**config.mk**
```make
export PLATFORM = sky130hd
export DESIGN_NAME = operand_fetch_flat
export DESIGN_NICKNAME = d
export VERILOG_FILES = /design/src/rtl/operand_fetch_pkg.sv /design/src/rtl/i_regbus.sv /design/src/rtl/operand_fetch_resolve.sv /design/src/rtl/operand_fetch.sv /design/src/flat_wrapper.sv
export SDC_FILE = /design/constraint.sdc
export NUM_CORES = 1
export LEC_CHECK = 0
export BUFFER_PORTS_ARGS = -buffer_cell sky130_fd_sc_hd__buf_2
export CAP_MARGIN = 0
export CORE_MARGIN = 2
export CORE_UTILIZATION = 30
export CTS_CLUSTER_SIZE = 16
export DETAILED_ROUTE_END_ITERATION = 10
export GPL_ROUTABILITY_DRIVEN = 0
export PLACE_DENSITY = 0.7
export RECOVER_POWER = 100
export SLEW_MARGIN = 15
export SYNTH_ARGS = -nofsm -noshare
export SYNTH_HDL_FRONTEND = slang
export SYNTH_HIERARCHICAL = 1
export SYNTH_SLANG_ARGS = --single-unit
```
**constraint.sdc**
```tcl
create_clock -name clk -period 2.5 [get_ports clk]
set_input_delay 0.25 -clock clk [delete_from_list [all_inputs] [get_ports clk]]
set_output_delay 0.25 -clock clk [all_outputs]
set_load 0.005 [all_outputs]
```
**src/rtl/operand_fetch_pkg.sv**
```systemverilog
// Shared register-bus types for the decode/operand-fetch slice, plus the
// ID/EX pipeline record and a source/producer address-match helper.
package operand_fetch_pkg;

  localparam int REG_ADDR_W = 5;
  localparam int REG_DATA_W = 32;

  typedef logic [REG_ADDR_W-1:0] reg_addr_t;
  typedef logic [REG_DATA_W-1:0] reg_data_t;

  localparam logic REG_ENABLE  = 1'b1;
  localparam logic REG_DISABLE = 1'b0;

  typedef enum logic {
    RST_DISABLE = 1'b0,
    RST_ENABLE  = 1'b1
  } reset_status_t;

  typedef struct packed {
    logic      en;
    reg_addr_t addr;
  } reg_info_t;

  typedef struct packed {
    logic      en;
    reg_addr_t addr;
    reg_data_t data;
  } reg_t;

  typedef struct packed {
    logic      valid;
    reg_data_t op1;
    reg_data_t op2;
    reg_t      dest;
    logic      is_load;
  } idex_t;

  // Empty ID/EX slot used for reset, flush and hazard bubbles.
  localparam idex_t IDEX_BUBBLE = '0;

  // True when an enabled, non-$0 source reads the register a producer writes.
  function automatic logic addr_match(input reg_info_t src, input reg_t wr);
    return src.en && (src.addr != '0) && wr.en && (wr.addr == src.addr);
  endfunction

endpackage

```
**src/rtl/i_regbus.sv**
```systemverilog
// Register-file read bus: two read ports, address/enable out, data back.
interface i_regbus;
  import operand_fetch_pkg::*;

  reg_info_t r1_info;
  reg_info_t r2_info;
  reg_data_t r1_data;
  reg_data_t r2_data;

  modport master (output r1_info, output r2_info, input r1_data, input r2_data);
  modport slave  (input r1_info, input r2_info, output r1_data, output r2_data);

endinterface

```
**src/rtl/operand_fetch_resolve.sv**
```systemverilog
// Per-source operand resolution: picks the youngest in-flight producer of the
// source register (EX before MEM before regfile) and flags a hazard when the
// value cannot be supplied this cycle.
module operand_resolve
  import operand_fetch_pkg::*;
#(
  parameter bit FWD_EN = 1'b1
) (
  input  reg_info_t src_i,
  input  reg_data_t rf_data_i,
  input  reg_t      ex_wreg_i,
  input  logic      ex_is_load_i,
  input  reg_t      mem_wreg_i,
  output reg_data_t data_o,
  output logic      hazard_o
);

  logic ex_hit;
  logic mem_hit;

  assign ex_hit  = addr_match(src_i, ex_wreg_i);
  assign mem_hit = addr_match(src_i, mem_wreg_i);

  // Forwarding mux; $0 and disabled sources always read as zero.
  always_comb begin
    data_o = rf_data_i;
    if (!src_i.en || (src_i.addr == '0)) begin
      data_o = '0;
    end else if (FWD_EN && ex_hit && !ex_is_load_i) begin
      data_o = ex_wreg_i.data;
    end else if (FWD_EN && mem_hit) begin
      data_o = mem_wreg_i.data;
    end
  end

  // With forwarding only a load still in EX is unavailable; without it any
  // pending write in EX or MEM must drain first.
  always_comb begin
    hazard_o = FWD_EN ? (ex_hit && ex_is_load_i) : (ex_hit || mem_hit);
  end

endmodule

```
**src/rtl/operand_fetch.sv**
```systemverilog
// Operand fetch: drives the regfile read ports, resolves both source operands
// with EX/MEM forwarding, detects load-use hazards and owns the ID/EX register.
module operand_fetch
  import operand_fetch_pkg::*;
#(
  parameter bit FWD_EN = 1'b1,
  parameter int CNT_W  = 16
) (
  input  logic             clk,
  input  reset_status_t    rst,
  input  logic             id_valid,
  input  reg_info_t        id_src1,
  input  reg_info_t        id_src2,
  input  logic             id_use_imm,
  input  reg_data_t        id_imm,
  input  reg_t             id_dest,
  input  logic             id_is_load,
  input  reg_t             ex_wreg,
  input  logic             ex_is_load,
  input  reg_t             mem_wreg,
  input  logic             ex_stall,
  input  logic             flush,
  i_regbus.master          read,
  output logic             stall_req,
  output logic             ex_valid_o,
  output reg_data_t        ex_op1_o,
  output reg_data_t        ex_op2_o,
  output reg_t             ex_dest_o,
  output logic             ex_is_load_o,
  output logic [CNT_W-1:0] lu_stall_cnt
);

  localparam reg_info_t SRC_OFF = '{en: REG_DISABLE, addr: '0};

  reg_info_t        src1_g;
  reg_info_t        src2_g;
  reg_data_t        op1_res;
  reg_data_t        op2_res;
  logic             haz1;
  logic             haz2;
  logic             hazard;
  logic             in_rst;
  idex_t            idex_q;
  idex_t            idex_d;
  logic [CNT_W-1:0] cnt_q;
  logic [CNT_W-1:0] cnt_d;

  // Read ports only see a source while a real instruction sits in ID.
  always_comb begin
    src1_g = id_valid ? id_src1 : SRC_OFF;
    src2_g = id_valid ? id_src2 : SRC_OFF;
  end

  assign read.r1_info = src1_g;
  assign read.r2_info = src2_g;

  operand_resolve #(.FWD_EN(FWD_EN)) u_res1 (
    .src_i        (src1_g),
    .rf_data_i    (read.r1_data),
    .ex_wreg_i    (ex_wreg),
    .ex_is_load_i (ex_is_load),
    .mem_wreg_i   (mem_wreg),
    .data_o       (op1_res),
    .hazard_o     (haz1)
  );

  operand_resolve #(.FWD_EN(FWD_EN)) u_res2 (
    .src_i        (src2_g),
    .rf_data_i    (read.r2_data),
    .ex_wreg_i    (ex_wreg),
    .ex_is_load_i (ex_is_load),
    .mem_wreg_i   (mem_wreg),
    .data_o       (op2_res),
    .hazard_o     (haz2)
  );

  // Hazard detection; src2 does not matter once the immediate replaces it.
  always_comb begin
    in_rst    = (rst == RST_ENABLE);
    hazard    = id_valid && (haz1 || (haz2 && !id_use_imm));
    stall_req = hazard && !flush && !in_rst;
  end

  // ID/EX next state: flush > downstream hold > hazard bubble > normal load.
  always_comb begin
    idex_d = idex_q;
    cnt_d  = cnt_q;
    if (flush) begin
      idex_d = IDEX_BUBBLE;
    end else if (ex_stall) begin
      idex_d = idex_q;
    end else if (hazard) begin
      idex_d = IDEX_BUBBLE;
      if (cnt_q != '1) begin
        cnt_d = cnt_q + 1'b1;
      end
    end else begin
      idex_d.valid   = id_valid;
      idex_d.op1     = op1_res;
      idex_d.op2     = id_use_imm ? id_imm : op2_res;
      idex_d.dest    = id_dest;
      idex_d.dest.en = id_dest.en && id_valid;
      idex_d.is_load = id_is_load;
    end
  end

  // ID/EX register and bubble counter; synchronous reset wins over everything.
  always_ff @(posedge clk) begin
    if (in_rst) begin
      idex_q <= IDEX_BUBBLE;
      cnt_q  <= '0;
    end else begin
      idex_q <= idex_d;
      cnt_q  <= cnt_d;
    end
  end

  assign ex_valid_o   = idex_q.valid;
  assign ex_op1_o     = idex_q.op1;
  assign ex_op2_o     = idex_q.op2;
  assign ex_dest_o    = idex_q.dest;
  assign ex_is_load_o = idex_q.is_load;
  assign lu_stall_cnt = cnt_q;

endmodule

```
**src/flat_wrapper.sv**
```systemverilog
// flat-port wrapper written by rule: the top's interface ports become plain ports
module operand_fetch_flat import operand_fetch_pkg::*;
#(
  parameter bit FWD_EN = 1'b1,
  parameter int CNT_W  = 16
)
  (clk, rst, id_valid, id_src1, id_src2, id_use_imm, id_imm, id_dest, id_is_load, ex_wreg, ex_is_load, mem_wreg, ex_stall, flush, stall_req, ex_valid_o, ex_op1_o, ex_op2_o, ex_dest_o, ex_is_load_o, lu_stall_cnt, read_r1_info, read_r2_info, read_r1_data, read_r2_data);
  i_regbus read_i ();
  input  logic clk;
  input  reset_status_t rst;
  input  logic id_valid;
  input  reg_info_t id_src1;
  input  reg_info_t id_src2;
  input  logic id_use_imm;
  input  reg_data_t id_imm;
  input  reg_t id_dest;
  input  logic id_is_load;
  input  reg_t ex_wreg;
  input  logic ex_is_load;
  input  reg_t mem_wreg;
  input  logic ex_stall;
  input  logic flush;
  output logic stall_req;
  output logic ex_valid_o;
  output reg_data_t ex_op1_o;
  output reg_data_t ex_op2_o;
  output reg_t ex_dest_o;
  output logic ex_is_load_o;
  output logic [CNT_W-1:0] lu_stall_cnt;
  output wire logic [$bits(read_i.r1_info)-1:0] read_r1_info;
  output wire logic [$bits(read_i.r2_info)-1:0] read_r2_info;
  input wire logic [$bits(read_i.r1_data)-1:0] read_r1_data;
  input wire logic [$bits(read_i.r2_data)-1:0] read_r2_data;
  assign read_r1_info = read_i.r1_info;
  assign read_r2_info = read_i.r2_info;
  assign read_i.r1_data = read_r1_data;
  assign read_i.r2_data = read_r2_data;
  operand_fetch #(.FWD_EN(FWD_EN), .CNT_W(CNT_W)) u_core (.clk(clk), .rst(rst), .id_valid(id_valid), .id_src1(id_src1), .id_src2(id_src2), .id_use_imm(id_use_imm), .id_imm(id_imm), .id_dest(id_dest), .id_is_load(id_is_load), .ex_wreg(ex_wreg), .ex_is_load(ex_is_load), .mem_wreg(mem_wreg), .ex_stall(ex_stall), .flush(flush), .read(read_i), .stall_req(stall_req), .ex_valid_o(ex_valid_o), .ex_op1_o(ex_op1_o), .ex_op2_o(ex_op2_o), .ex_dest_o(ex_dest_o), .ex_is_load_o(ex_is_load_o), .lu_stall_cnt(lu_stall_cnt));
endmodule
```
After elaboration in Yosys (flattened, before gate mapping):

Cells that the tools add are included.

* word-level logic and storage cells: 60
* output and inout bits: 133
* input port bits: 230
* bits in writable memories: 0
* flip-flop bits (word level): 120
* memories kept: 0
* bits in latches: 0
* bits in read-only memories: 0

* order comparisons: 0
* bitwise gates (word level): 2
* shifts and indexed selects: 0
* multiply operators: 0
* equality and inequality tests: 5
* reductions and logical operators: 34
* mux-type cells: 10
* div/mod/pow operators: 0
* $add $sub $neg: 1

Operator list (number)
* $mux 32: 7
* $mux 104: 1
* $eq 5x5->1: 4
* $logic_and 1x1->1: 19
* $add 16x1->16 const B: 1
* $ne 16x16->1 const B: 1
* $mux 6: 2
* $logic_not 5->1: 2
* $reduce_bool 5->1: 2
* $logic_not 1->1: 6
* $reduce_and 4->1: 1
* $logic_or 1x1->1: 3
* $not 1->1: 2
* $reduce_or 2->1: 1

Longest topological paths before layout:

Gate-level depths: netlist (run 1).

* word-level depth: 11
* depth in mapped cells: 13
* depth with buffers taken out: 9

Modules after synthesis:

Netlist (run 1), hierarchy kept.

Modules (own cells, without submodules)
* operand_fetch: sequential area each 2402.3 sq um, times used 1, cells each 496, area each 4723.3 sq um
* operand_resolve: sequential area each 0.0 sq um, times used 2, cells each 171, area each 1041.0 sq um

Worst setup path before layout (run 1):

OpenSTA, ideal clock, no wires.

* path kind: input to register
* from: input port id_valid
* to: register u_core.idex_q, in the netlist u_core/ex_op2_o[1]
* path slack: -0.048 ns
* cell stages on the path: 13
* library setup time: 0.128 ns
* data required time: 2.372 ns
* arrival: 2.420 ns
* path buffers: 4
* cells stage by stage: clkbuf_1 and2_1 nor3_1 a21bo_1 buf_6 or4_4 buf_6 buf_6 nor2_1 nor3_1 mux2_2 a22oi_1 nor2_1

* cells in the longest elaborated chain, start to end: 10
* elaborated cells between the ends (all ways): 29
* those cells by class: eq/ne (3); mux (7); reduce/logical (19)

Ends and longest elaborated chain
* start: declaration: line flat_wrapper.sv:11 `input logic id_valid;`
* $mux 6 (*): line operand_fetch.sv:51 `src2_g = id_valid ? id_src2 : SRC_OFF;`
* via read_r2_info[0]: line flat_wrapper.sv:31 `output wire logic [$bits(read_i.r2_info)-1:0] read_r2_info;`
* $reduce_bool 5->1: line operand_fetch_pkg.sv:43 `return src.en && (src.addr != '0) && wr.en && (wr.addr == src.addr);`
* $logic_and 1x1->1 (3 in series): line operand_fetch_pkg.sv:43
* $mux 32 / $logic_and 1x1->1 (equally long branches): line operand_fetch_resolve.sv:31, operand_fetch_resolve.sv:29
* $mux 32: line operand_fetch_resolve.sv:29 `end else if (FWD_EN && ex_hit && !ex_is_load_i) begin`
* $mux 32 (*): line operand_fetch_resolve.sv:27 `if (!src_i.en || (src_i.addr == '0)) begin`
* via u_core.op2_res[1]: line operand_fetch.sv:38 `reg_data_t op2_res;`
* $mux 32 (*): line operand_fetch.sv:100 `idex_d.op2 = id_use_imm ? id_imm : op2_res;`
* $mux 104 (*): line operand_fetch.sv:92 `end else if (hazard) begin`
* end signal: assignment: line operand_fetch.sv:113 `idex_q <= idex_d;`
* end: declaration: line operand_fetch.sv:43 `idex_t idex_q;`

The timed path passes the listed nets; every way through them passes the cells marked *.
A chain may end at the register's enable or synchronous reset.

Worst setup path after layout (run 1):

* from: input port id_valid
* to: output port stall_req

* elaborated cells between the ends (all ways): 19
* those cells by class: eq/ne (2); mux (2); reduce/logical (15)

RTL lines
* $mux 6 (*): line operand_fetch.sv:50 `src1_g = id_valid ? id_src1 : SRC_OFF;`
* $reduce_bool 5->1: line operand_fetch_pkg.sv:43
* $logic_and 1x1->1 (2 in series): line operand_fetch_pkg.sv:43
* $logic_and 1x1->1 (*): line operand_fetch_pkg.sv:43
* $logic_and 1x1->1 (*): line operand_fetch_resolve.sv:39 `hazard_o = FWD_EN ? (ex_hit && ex_is_load_i) : (ex_hit || mem_hit);`
* via u_core.haz1: line operand_fetch.sv:39 `logic haz1;`
* $logic_or 1x1->1 (*): line operand_fetch.sv:80 `hazard = id_valid && (haz1 || (haz2 && !id_use_imm));`
* $logic_and 1x1->1 (*): line operand_fetch.sv:80
* $logic_and 1x1->1 (*) (2 in series): line operand_fetch.sv:81 `stall_req = hazard && !flush && !in_rst;`
* end: declaration: line flat_wrapper.sv:23 `output logic stall_req;`

Marks and branches as above.

==> results of run 1 <==
[worst paths after layout]
path	startpoint	end
worst max-delay path	id_valid	stall_req
worst min-delay path	id_dest[36]	u_core/ex_dest_o[36]
worst max register to register	u_core/lu_stall_cnt[0]	u_core/lu_stall_cnt[11]
worst min register to register	u_core/ex_dest_o[37]	u_core/ex_dest_o[37]
[stage by stage]
step / power (mW) / worst slack [ns]
2_1_floorplan: 2.38 / 0.0792
3_3_place_gp: 2.79 / -0.259
3_5_place_dp: 2.79 / -0.290
4_1_cts: 5.33 / 0.0679
5_1_grt: 5.49 / 0.0222
6_report: 5.25 / 0.145
[routing by layer]
| metal | vias up | part of all wire |
|---|---|---|
| met2 | 416 | 0.49 |
| met5 | - | 0.00047 |
| met4 | 2 | 0.024 |
| met1 | 3754 | 0.41 |
| li1 | 3780 | - |
| met3 | 58 | 0.080 |
[repair_timing]
action / in CTS / in global routing
hold endpoints to repair: 0 / 0
pin swaps: 0 / 1
resized for setup: 1 / 4
hold buffers: 0 / 0
buffers inserted: 0 / 1
setup endpoints to repair: 1 / 1
[Yosys cell counts, drive strengths merged, types with 9 or more instances]
| library cell | number | share of area |
|---|---|---|
| nor2 | 189 | 0.11 |
| dfxtp | 120 | 0.35 |
| a22oi | 102 | 0.11 |
| nor3 | 74 | 0.055 |
| a211oi | 66 | 0.073 |
| and3 | 65 | 0.060 |
| clkbuf | 52 | 0.029 |
| mux2 | 35 | 0.058 |
| buf | 30 | 0.031 |
| xnor2 | 22 | 0.028 |
| and2 | 14 | 0.013 |
| xor2 | 10 | 0.013 |
| nand2 | 9 | 0.0050 |
| nand4 | 9 | 0.0092 |
| nor4 | 9 | 0.018 |
[flip-flops by register name (all words and copies together), names as in the netlist]
signal / cells
u_core/ex_dest_o: 38
u_core/ex_is_load_o: 1
u_core/ex_op1_o: 32
u_core/ex_op2_o: 32
u_core/ex_valid_o: 1
u_core/lu_stall_cnt: 16
[report_power, final]
| part | internal [mW] | switching [mW] | leakage [nW] | total, mW |
|---|---|---|---|---|
| clock network | 1.50 | 0.995 | 0.287 | 2.50 |
| logic | 0.368 | 0.418 | 3.45 | 0.786 |
| registers | 1.95 | 0.0193 | 0.972 | 1.97 |
| total | 3.82 | 1.43 | 4.71 | 5.25 |
[kinds of logic after synthesis]
logic type | after synthesis
AND/OR/NAND/NOR | 391
XOR/XNOR | 32
multiplexers | 35
buffers and inverters | 83
flip-flops | 120
AO/OA/AOI/OAI | 176
adder cells (fa/ha/maj) | 1
[area by class of cell]
class                   count  area, um2
diodes                      4       10.0
clock buffers              18        439
clock inverters            14        148
fillers                  2307      12600
multi-input cells         635       4060
flip-flops and latches    120       2400
well taps                 285        357
repair buffers            433       2420
[worst max-delay path, stage by stage]
cell	delay [ns]
buf_2	0.17
and2_1	0.18
clkbuf_1	0.11
xnor2_1	0.27
buf_4	0.16
nand3_1	0.09
nor3_2	0.19
buf_4	0.16
o21ai_0	0.10
buf_4	0.14
nor2_1	0.13
buf_2	0.14
[layout by cell type (no fill, tap or decap), types with 10 or more instances in the layout]
cell type / netlist / routed
buf_2: 17 / 361
nor2_1: 175 / 175
dfxtp_1: 120 / 120
a22oi_1: 102 / 102
nor3_1: 73 / 71
and3_1: 65 / 65
a211oi_1: 66 / 64
buf_4: 0 / 55
mux2_2: 32 / 32
xnor2_1: 22 / 22
clkbuf_16: 0 / 17
nor2_2: 14 / 14
xor2_1: 10 / 10
==> results.py, run 1 <==
metrics = {
    "outcome": {
        "outcome": "finished, final reports clean",
    },
    "flow_run": {
        "drv_cap": 0,
    },
    "routing": {
        "drc": 0,
        "routed-via-count": 8010,
        "drt_iter0_drc": 588,
        "viasPerCell": 5.31,
        "wl_per_cell_um": 18.5,
        "wirelength_um": 27900,
        "antenna_left": 0,
        "detail_route.first_pass.iterations": 5,
    },
    "min_path": {
        "hp-class": "input port to flip-flop",
        "hold_depth": 3,
    },
    "synthesis": {
        "synth_xor_area_frac": 0.0412,
        "synth_ff_type": "dfxtp_1",
        "synth_compound_area_frac": 0.194,
        "syn_avg_cell_area_um2": 8.12,
        "async_flop_share": 0,
        "ys_seq_area_frac": 0.353,
        "synthDistinctLibCells": 40,
        "muxShareOfSynthArea": 0.0579,
        "syn-cell-area_um2": 6810,
        "syn_nets": 1069,
        "synth-seq-cells": 120,
        "synth_simple_gate_area_frac": 0.292,
        "synth_top_family_by_area": "simple AND/OR/NAND/NOR gates",
        "yosys_warnings": 6,
        "syn_inst": 838,
        "synth-adder-area-share": 0.00184,
        "synth-edff-count": 0,
    },
    "global_routing": {
        "track_usage": 0.227,
        "grt_antenna_before_repair": 5,
        "grt_max_degree": 68,
        "grt_use_met3": 0.0588,
        "grt.met1_usage": 0.276,
        "overflow": 0,
        "grt_pass1_wl_um": 42600,
        "grt_busiest_layer": "met2",
        "met2_usage": 0.389,
        "grt_pass1_vias": 7716,
    },
    "sta": {
        "max_freq_mhz": 425,
        "rsz0062_at_grt": "false",
        "layout_min_cycle_time_ns": 2.35,
        "period_share": 0.942,
        "setup_tns_ns": 0,
        "worst_slew_pin_slew_ns": 0.894,
        "slew_viol_final": 0,
        "fin_worst_skew_ns": 0.00771,
        "holdWs_ns": 0.0607,
        "slew_headroom": 0.400,
        "finalHoldViolCount": 0,
        "finalSetupViolCount": 0,
    },
    "cells_and_area": {
        "area_growth_pct": 44.4,
        "final_util": 0.438,
        "drive_gt1_frac": 0.433,
        "design_area_um2": 9830,
        "instances_no_fill": 1509,
        "final_nets": 1438,
    },
    "cts": {
        "clk_pin_slew_worst_paths_ns": 0.06,
        "clock-root-buffer": "clkbuf_16",
        "clk-insertion-delay-late_ns": 0.42,
        "cts_inserted_buffers": 17,
        "clock_path_buffers": 2,
        "cts_tree": "yes",
        "cts_htree_levels": 4,
        "cts_sinks": 120,
    },
    "floorplan": {
        "die_area_um2": 23900,
        "die_h_um": 155,
        "core_area_um2": 22400,
        "rows": 55,
        "die_width_um": 155,
        "io_pins": 363,
        "start_util": 0.303,
    },
    "power": {
        "ir_drop_uv": 383,
        "power.leakage_nw": 4.71,
        "power_density_nw_per_um2": 534,
    },
    "critical_path": {
        "crit_fanout": 13,
        "critPathKind": "input port to output port",
        "reg2reg_depth": 6,
        "cp-start-kind": "input port",
        "endpoint_kind": "output port",
        "required_ns": 2.25,
        "rrSetupSlack_ns": 0.73,
        "critPathArrivalTime_ns": 2.10,
    },
    "placement": {
        "io_buffers": 362,
        "dp_cells": 1472,
        "placed_cell_area_um2": 9250,
        "dpl.hpwl_um": 20700,
    },
}
Note: power is estimated with default switching activity, not from simulation.
==> inputs of run 2 (changes only) <==
--- a/config.mk
+++ b/config.mk
@@ -7,7 +7,7 @@
 export LEC_CHECK = 0
 export BUFFER_PORTS_ARGS = -buffer_cell sky130_fd_sc_hd__buf_2
 export CAP_MARGIN = 0
-export CORE_MARGIN = 2
+export CORE_MARGIN = 3
 export CORE_UTILIZATION = 30
 export CTS_CLUSTER_SIZE = 16
 export DETAILED_ROUTE_END_ITERATION = 10
==> constraint.sdc (replaced) <==
create_clock -name clk -period 2.16 [get_ports clk]
set_input_delay 0.432 -clock clk [delete_from_list [all_inputs] [get_ports clk]]
set_output_delay 0.432 -clock clk [all_outputs]
set_load 0.005 [all_outputs]
==> run 2 against run 1 <==
Net effect: the run now ends with setup timing left; sequential share of layout area shrank 2.9 points; non-clock buffer count up 36; clock skew shrank 0.0047 ns; die area up 2.6%.
==> results.py, run 2 (synthesized netlist as in run 1, its figures left out) <==
metrics = {
    "critical_path": {
        "critPathKind": "input port to flip-flop",
        "endpoint_kind": "flip-flop",
        "reg2reg_from": "u_core/lu_stall_cnt[0]",
        "crit_fanout": 10,
        "cp-start-kind": "input port",
        "critPathArrivalTime_ns": 2.69,
        "reg2reg_depth": 6,
        "cp-startpoint": "id_src2[3]",
        "required_ns": 2.51,
    },
    "sta": {
        "fin_worst_skew_ns": 0.00297,
        "worst_slew_pin_slew_ns": 0.639,
        "period_share": 1.08,
        "holdWs_ns": 0.255,
        "slew_headroom": 0.574,
        "setup_slack_ns": -0.182,
        "slew_viol_final": 0,
        "layout_min_cycle_time_ns": 2.34,
        "finalHoldViolCount": 0,
        "rsz0062_at_grt": "true",
        "finalSetupViolCount": 66,
        "max_freq_mhz": 427,
    },
    "placement": {
        "dpl.hpwl_um": 21800,
        "pre_cts_slack_ns": -0.655,
        "dp_cells": 1479,
        "io_buffers": 362,
    },
    "floorplan": {
        "io_pins": 363,
        "die_h_um": 157,
        "start_util": 0.309,
        "die_width_um": 157,
        "rows": 54,
        "core_area_um2": 22000,
        "die_area_um2": 24500,
    },
    "outcome": {
        "violations": "setup timing",
        "outcome": "complete, but fails checks",
    },
    "cts": {
        "clk-insertion-delay-late_ns": 0.40,
        "clk_pin_slew_worst_paths_ns": 0.06,
        "clock-root-buffer": "clkbuf_16",
        "cts_sinks": 120,
        "cts_htree_levels": 4,
        "cts_tree": "yes",
        "clock_path_buffers": 2,
        "postCtsHoldBufs": 0,
        "cts_inserted_buffers": 17,
    },
    "cells_and_area": {
        "layout_commonest_cell": "buf_2",
        "drive_gt1_frac": 0.549,
        "fillers": 2051,
        "area_growth_pct": 63.7,
        "final_nets": 1474,
        "instances_no_fill": 1535,
        "n_antenna_cell": 0,
        "largest_reg_flops": 38,
        "layout_common_cells": "buf_2 (360), nor2_1 (147), dfxtp_1 (120)",
    },
    "min_path": {
        "min_from": "id_dest[31]",
        "hp-class": "input port to flip-flop",
        "hold_depth": 3,
    },
    "routing": {
        "detail_route.first_pass.iterations": 5,
        "drc": 0,
        "wl_per_cell_um": 20.7,
        "wirelength_um": 31800,
        "routed-via-count": 8435,
        "antenna_left": 0,
        "viasPerCell": 5.50,
        "drt_iter0_drc": 556,
    },
    "flow_run": {
        "drv_cap": 0,
    },
    "global_routing": {
        "overflow": 0,
        "grt_antenna_before_repair": 0,
        "grt_max_degree": 108,
        "grt_pass1_vias": 8000,
        "track_usage": 0.225,
        "grt_pass1_wl_um": 43300,
    },
    "power": {
        "intPower_mw": 4.49,
        "power_density_nw_per_um2": 559,
        "switching_share": 0.278,
        "pwr-share-seq": 0.367,
        "p_sw_mw": 1.73,
        "p_clk_frac": 0.457,
        "ir_drop_uv": 408,
        "power_mw": 6.22,
        "power.leakage_nw": 5.22,
        "p_comb_frac": 0.176,
    },
}
run 2: path summary, 6_finish.rpt:
| check | to | slack, ns |
|---|---|---|
| setup / recovery | u_core/ex_op2_o[11] | -0.18 |
| hold / removal | u_core/ex_dest_o[31] | 0.26 |
| setup reg to reg | u_core/lu_stall_cnt[13] | 0.19 |
| hold reg to reg | u_core/ex_dest_o[37] | 0.47 |
run 2: power by group through the flow:
stage | clock (mW) | sequential, mW | combinational (mW)
finish | 2.84 | 2.28 | 1.10
CTS | 2.90 | 2.28 | 0.972
global route | 3.01 | 2.29 | 1.17
detailed placement | 0 | 2.33 | 0.942
floorplan | 0 | 2.33 | 0.439
global placement | 0 | 2.33 | 0.934
run 2: per-layer routing:
layer,global-route usage,part of all wire,vias to the layer above
met3,0.0567,0.092,78
met2,0.391,0.50,516
li1,-,-,3853
met1,0.270,0.38,3986
met5,0,0.00016,-
met4,0.0750,0.029,2
run 2: stage by stage:
stage | instance area (um2) | util | TNS [ns]
after CTS | 10300 | 0.468 | -0.107
after floorplan | 7000 | - | -24.30
final | 11100 | 0.506 | -4.38
after detailed placement | 9490 | 0.431 | -54.01
after global placement | 9490 | 0.431 | -46.74
after global routing | 11100 | 0.506 | -6.24
run 2: final cells by class:
class / instances / area (um2) / area share
clock buffers: 17 / 425 / 0.0382
multi-input cells: 635 / 4850 / 0.436
well taps: 280 / 350 / 0.0315
repair buffers: 469 / 2960 / 0.266
clock inverters: 14 / 149 / 0.0134
flip-flops and latches: 120 / 2400 / 0.216
run 2: critical path, cell delays in order:
cell       delay [ns]
buf_2            0.11
and2_4           0.18
xnor2_2          0.15
nand4_1          0.15
buf_4            0.19
buf_12           0.12
nor4_4           0.24
buf_6            0.19
clkbuf_16        0.18
a211oi_2         0.05
nor3_1           0.30
mux2_4           0.22
a22oi_2          0.05
nor2_1           0.10
run 2: what timing repair did:
action | 4_1_cts | 5_1_grt
pin swaps | 13 | 31
setup buffers | 9 | 9
endpoints found under the setup margin | 70 | 69
resized for setup | 27 | 138
cloned | 1 | 7
==> inputs of run 3 (changes only) <==
--- a/config.mk
+++ b/config.mk
@@ -7,15 +7,14 @@
 export LEC_CHECK = 0
 export BUFFER_PORTS_ARGS = -buffer_cell sky130_fd_sc_hd__buf_2
 export CAP_MARGIN = 0
-export CORE_MARGIN = 3
+export CORE_MARGIN = 4
 export CORE_UTILIZATION = 30
 export CTS_CLUSTER_SIZE = 16
 export DETAILED_ROUTE_END_ITERATION = 10
 export GPL_ROUTABILITY_DRIVEN = 0
-export PLACE_DENSITY = 0.7
+export PLACE_DENSITY = 0.72
 export RECOVER_POWER = 100
 export SLEW_MARGIN = 15
 export SYNTH_ARGS = -nofsm -noshare
 export SYNTH_HDL_FRONTEND = slang
-export SYNTH_HIERARCHICAL = 1
 export SYNTH_SLANG_ARGS = --single-unit
==> run 3 against run 2 <==
Net effect: the flow now finishes without violations; die area is 4.2% lower; clock-buffer cell count increased by 1; highest routed layer is now met4; power down 5.7%; largest power group unchanged; critical path depth decreased by 5; clock skew rose by 0.0029 ns; sequential power barely moved; worst setup slack improved by 0.23 ns.
==> results.py, run 3 <==
metrics = {
    "critical_path": {
        "reg2reg_from": "u_core.lu_stall_cnt[7]",
        "critPathKind": "input port to output port",
        "cp_num_buf_inv": 2,
        "required_ns": 1.73,
        "r2r_end": "u_core.lu_stall_cnt[3]",
        "cp_cell_sequence": "buf_4 -> or2_4 -> o311a_1 -> nand3_2 -> or2_4 -> nand2_4 -> nand2_4 -> nor3_2 -> buf_2",
        "slowest_delay_ns": 0.38,
        "slowest_stage": "o311a_1",
        "endpoint_kind": "output port",
        "rrSetupSlack_ns": 0.07,
        "cp-start-kind": "input port",
        "crit_fanout": 6,
        "critPathArrivalTime_ns": 1.68,
        "cpLargestDelayFamily": "simple AND/OR/NAND/NOR gates",
        "reg2reg_depth": 8,
    },
    "cts": {
        "clock-root-buffer": "clkbuf_16",
        "clk_pin_slew_worst_paths_ns": 0.06,
        "cts_htree_levels": 4,
        "clk-insertion-delay-late_ns": 0.40,
        "cts_tree": "yes",
        "cts_inserted_buffers": 17,
        "clock_path_buffers": 2,
        "cts_sinks": 120,
    },
    "power": {
        "power.leakage_nw": 4.55,
        "ir_drop_uv": 397,
        "power_density_nw_per_um2": 627,
        "power_mw": 5.86,
    },
    "outcome": {
        "outcome": "finished, final reports clean",
    },
    "sta": {
        "worst_slew_pin_slew_ns": 0.446,
        "finalHoldViolCount": 0,
        "max_freq_mhz": 473,
        "slew_viol_final": 0,
        "rsz0062_at_grt": "true",
        "slew_headroom": 0.703,
        "period_share": 0.979,
        "layout_min_cycle_time_ns": 2.11,
        "holdWs_ns": 0.235,
        "fin_worst_skew_ns": 0.00586,
        "finalSetupViolCount": 0,
        "setup_tns_ns": 0,
        "setup_slack_ns": 0.0452,
    },
    "synthesis": {
        "synth.area.top_cells": "dfxtp_1 (38%), mux2i_1 (10%), a22o_1 (10%), o21ai_0 (5.4%), a22oi_1 (3.9%)",
        "yosys.area.top_type_share": 0.380,
        "synthDistinctLibCells": 60,
        "synth_ff_type": "dfxtp_1",
        "ys_seq_area_frac": 0.380,
        "syn_avg_cell_area_um2": 9.17,
        "synth-seq-cells": 120,
        "synth.most_common_cell": "dfxtp_1",
        "synth-edff-count": 0,
        "synthTopCellsByCount": "dfxtp_1 (120), a22o_1 (72), o21ai_0 (68)",
        "synth_area_leader_cell": "dfxtp_1",
        "syn_nets": 921,
        "async_flop_share": 0,
        "syn_inst": 690,
        "yosys_warnings": 0,
        "syn-cell-area_um2": 6330,
    },
    "cells_and_area": {
        "design_area_um2": 9360,
        "final_util": 0.457,
        "instances_no_fill": 1367,
        "layout_commonest_cell": "buf_2",
        "layout_common_cells": "buf_2 (272), dfxtp_1 (120), clkbuf_1 (93)",
        "area_growth_pct": 47.8,
        "drive_gt1_frac": 0.368,
        "largest_reg_flops": 38,
        "final_nets": 1313,
    },
    "routing": {
        "drt_iter0_drc": 430,
        "detail_route.first_pass.iterations": 7,
        "wl_per_cell_um": 18.2,
        "wirelength_um": 24900,
        "antenna_left": 0,
        "viasPerCell": 5.20,
        "routed-via-count": 7103,
        "drc": 0,
    },
    "floorplan": {
        "rows": 52,
        "die_width_um": 153,
        "die_h_um": 153,
        "die_area_um2": 23500,
        "io_pins": 363,
        "start_util": 0.309,
        "core_area_um2": 20500,
    },
    "min_path": {
        "hold_depth": 2,
        "whs_endpoint": "u_core.ex_dest_o[33]",
        "hp-class": "input port to flip-flop",
        "min_from": "id_dest[33]",
    },
    "global_routing": {
        "track_usage": 0.199,
        "grt_busiest_layer": "met2",
        "grt_max_degree": 55,
        "met2_usage": 0.344,
        "grt.met1_usage": 0.230,
        "grt_use_met3": 0.0630,
        "overflow": 0,
        "grt_pass1_wl_um": 37700,
        "grt_antenna_before_repair": 1,
        "grt_pass1_vias": 7069,
    },
    "placement": {
        "dp_cells": 1325,
        "placed_cell_area_um2": 8760,
        "dpl.hpwl_um": 19000,
        "io_buffers": 362,
        "pre_cts_slack_ns": -0.273,
    },
    "flow_run": {
        "drv_cap": 0,
    },
}
[run 3: cell count changes after synthesis, moves of 62 or more]
cell,delta
mux2i_1,+64
nor2_1,-154
a22o_1,+72
nor3_1,-68
a211oi_1,-62
a22oi_1,-69
o21ai_0,+66
[run 3: timing repair]
action / CTS / global route
pin swaps: 10 / 9
buffers inserted: 5 / 5
setup endpoints to repair: 1 / 15
gates resized for setup: 13 / 16
cloned: 0 / 0
hold buffers: 0 / 0
[run 3: area by class of cell]
class / count / area, um2
tap: 270 / 338
inverter: 7 / 26.3
antenna: 2 / 5.00
timing repair buffer: 431 / 2360
fill: 2041 / 11100
multi-input combinational: 505 / 3630
clock inverter: 14 / 148
sequential: 120 / 2400
clock buffer: 18 / 439
[run 3: kinds of logic after synthesis]
| family | share of synthesized area |
|---|---|
| simple gates | 0.150 |
| compound gates | 0.280 |
| fa+ha+maj | 0.00198 |
| buf+inv | 0.0611 |
| xor+xnor | 0.0138 |
| flops | 0.380 |
| mux | 0.114 |
[run 3: how the worst max path moves through the flow]
| stage | from | endpoint | slack (ns) | cells after the start |
|---|---|---|---|---|
| global placement | id_valid | u_core.ex_op1_o[12] | -0.28 | 10 |
| CTS | u_core.lu_stall_cnt[7] | u_core.lu_stall_cnt[3] | 0.0006 | 8 |
| global route | u_core.lu_stall_cnt[7] | u_core.lu_stall_cnt[3] | -0.08 | 8 |
| floorplan | id_src2[0] | u_core.ex_op2_o[2] | 0.05 | 9 |
| detailed placement | id_valid | u_core.ex_op1_o[12] | -0.27 | 10 |
| finish | id_src2[4] | stall_req | 0.05 | 9 |
[run 3: metal layers]
metal,routed length [um],up-vias
met2,12300,372
met4,614,0
met1,9700,3297
met3,2250,45
met5,0,-
li1,-,3389
[run 3: power by group]
group | internal (mW) | switching [mW] | total [mW] | leakage, nW
clock | 1.74 | 1.09 | 2.83 | 0.287
sequential | 2.26 | 0.0257 | 2.29 | 0.973
combinational | 0.387 | 0.366 | 0.753 | 3.29
total | 4.38 | 1.48 | 5.86 | 4.55
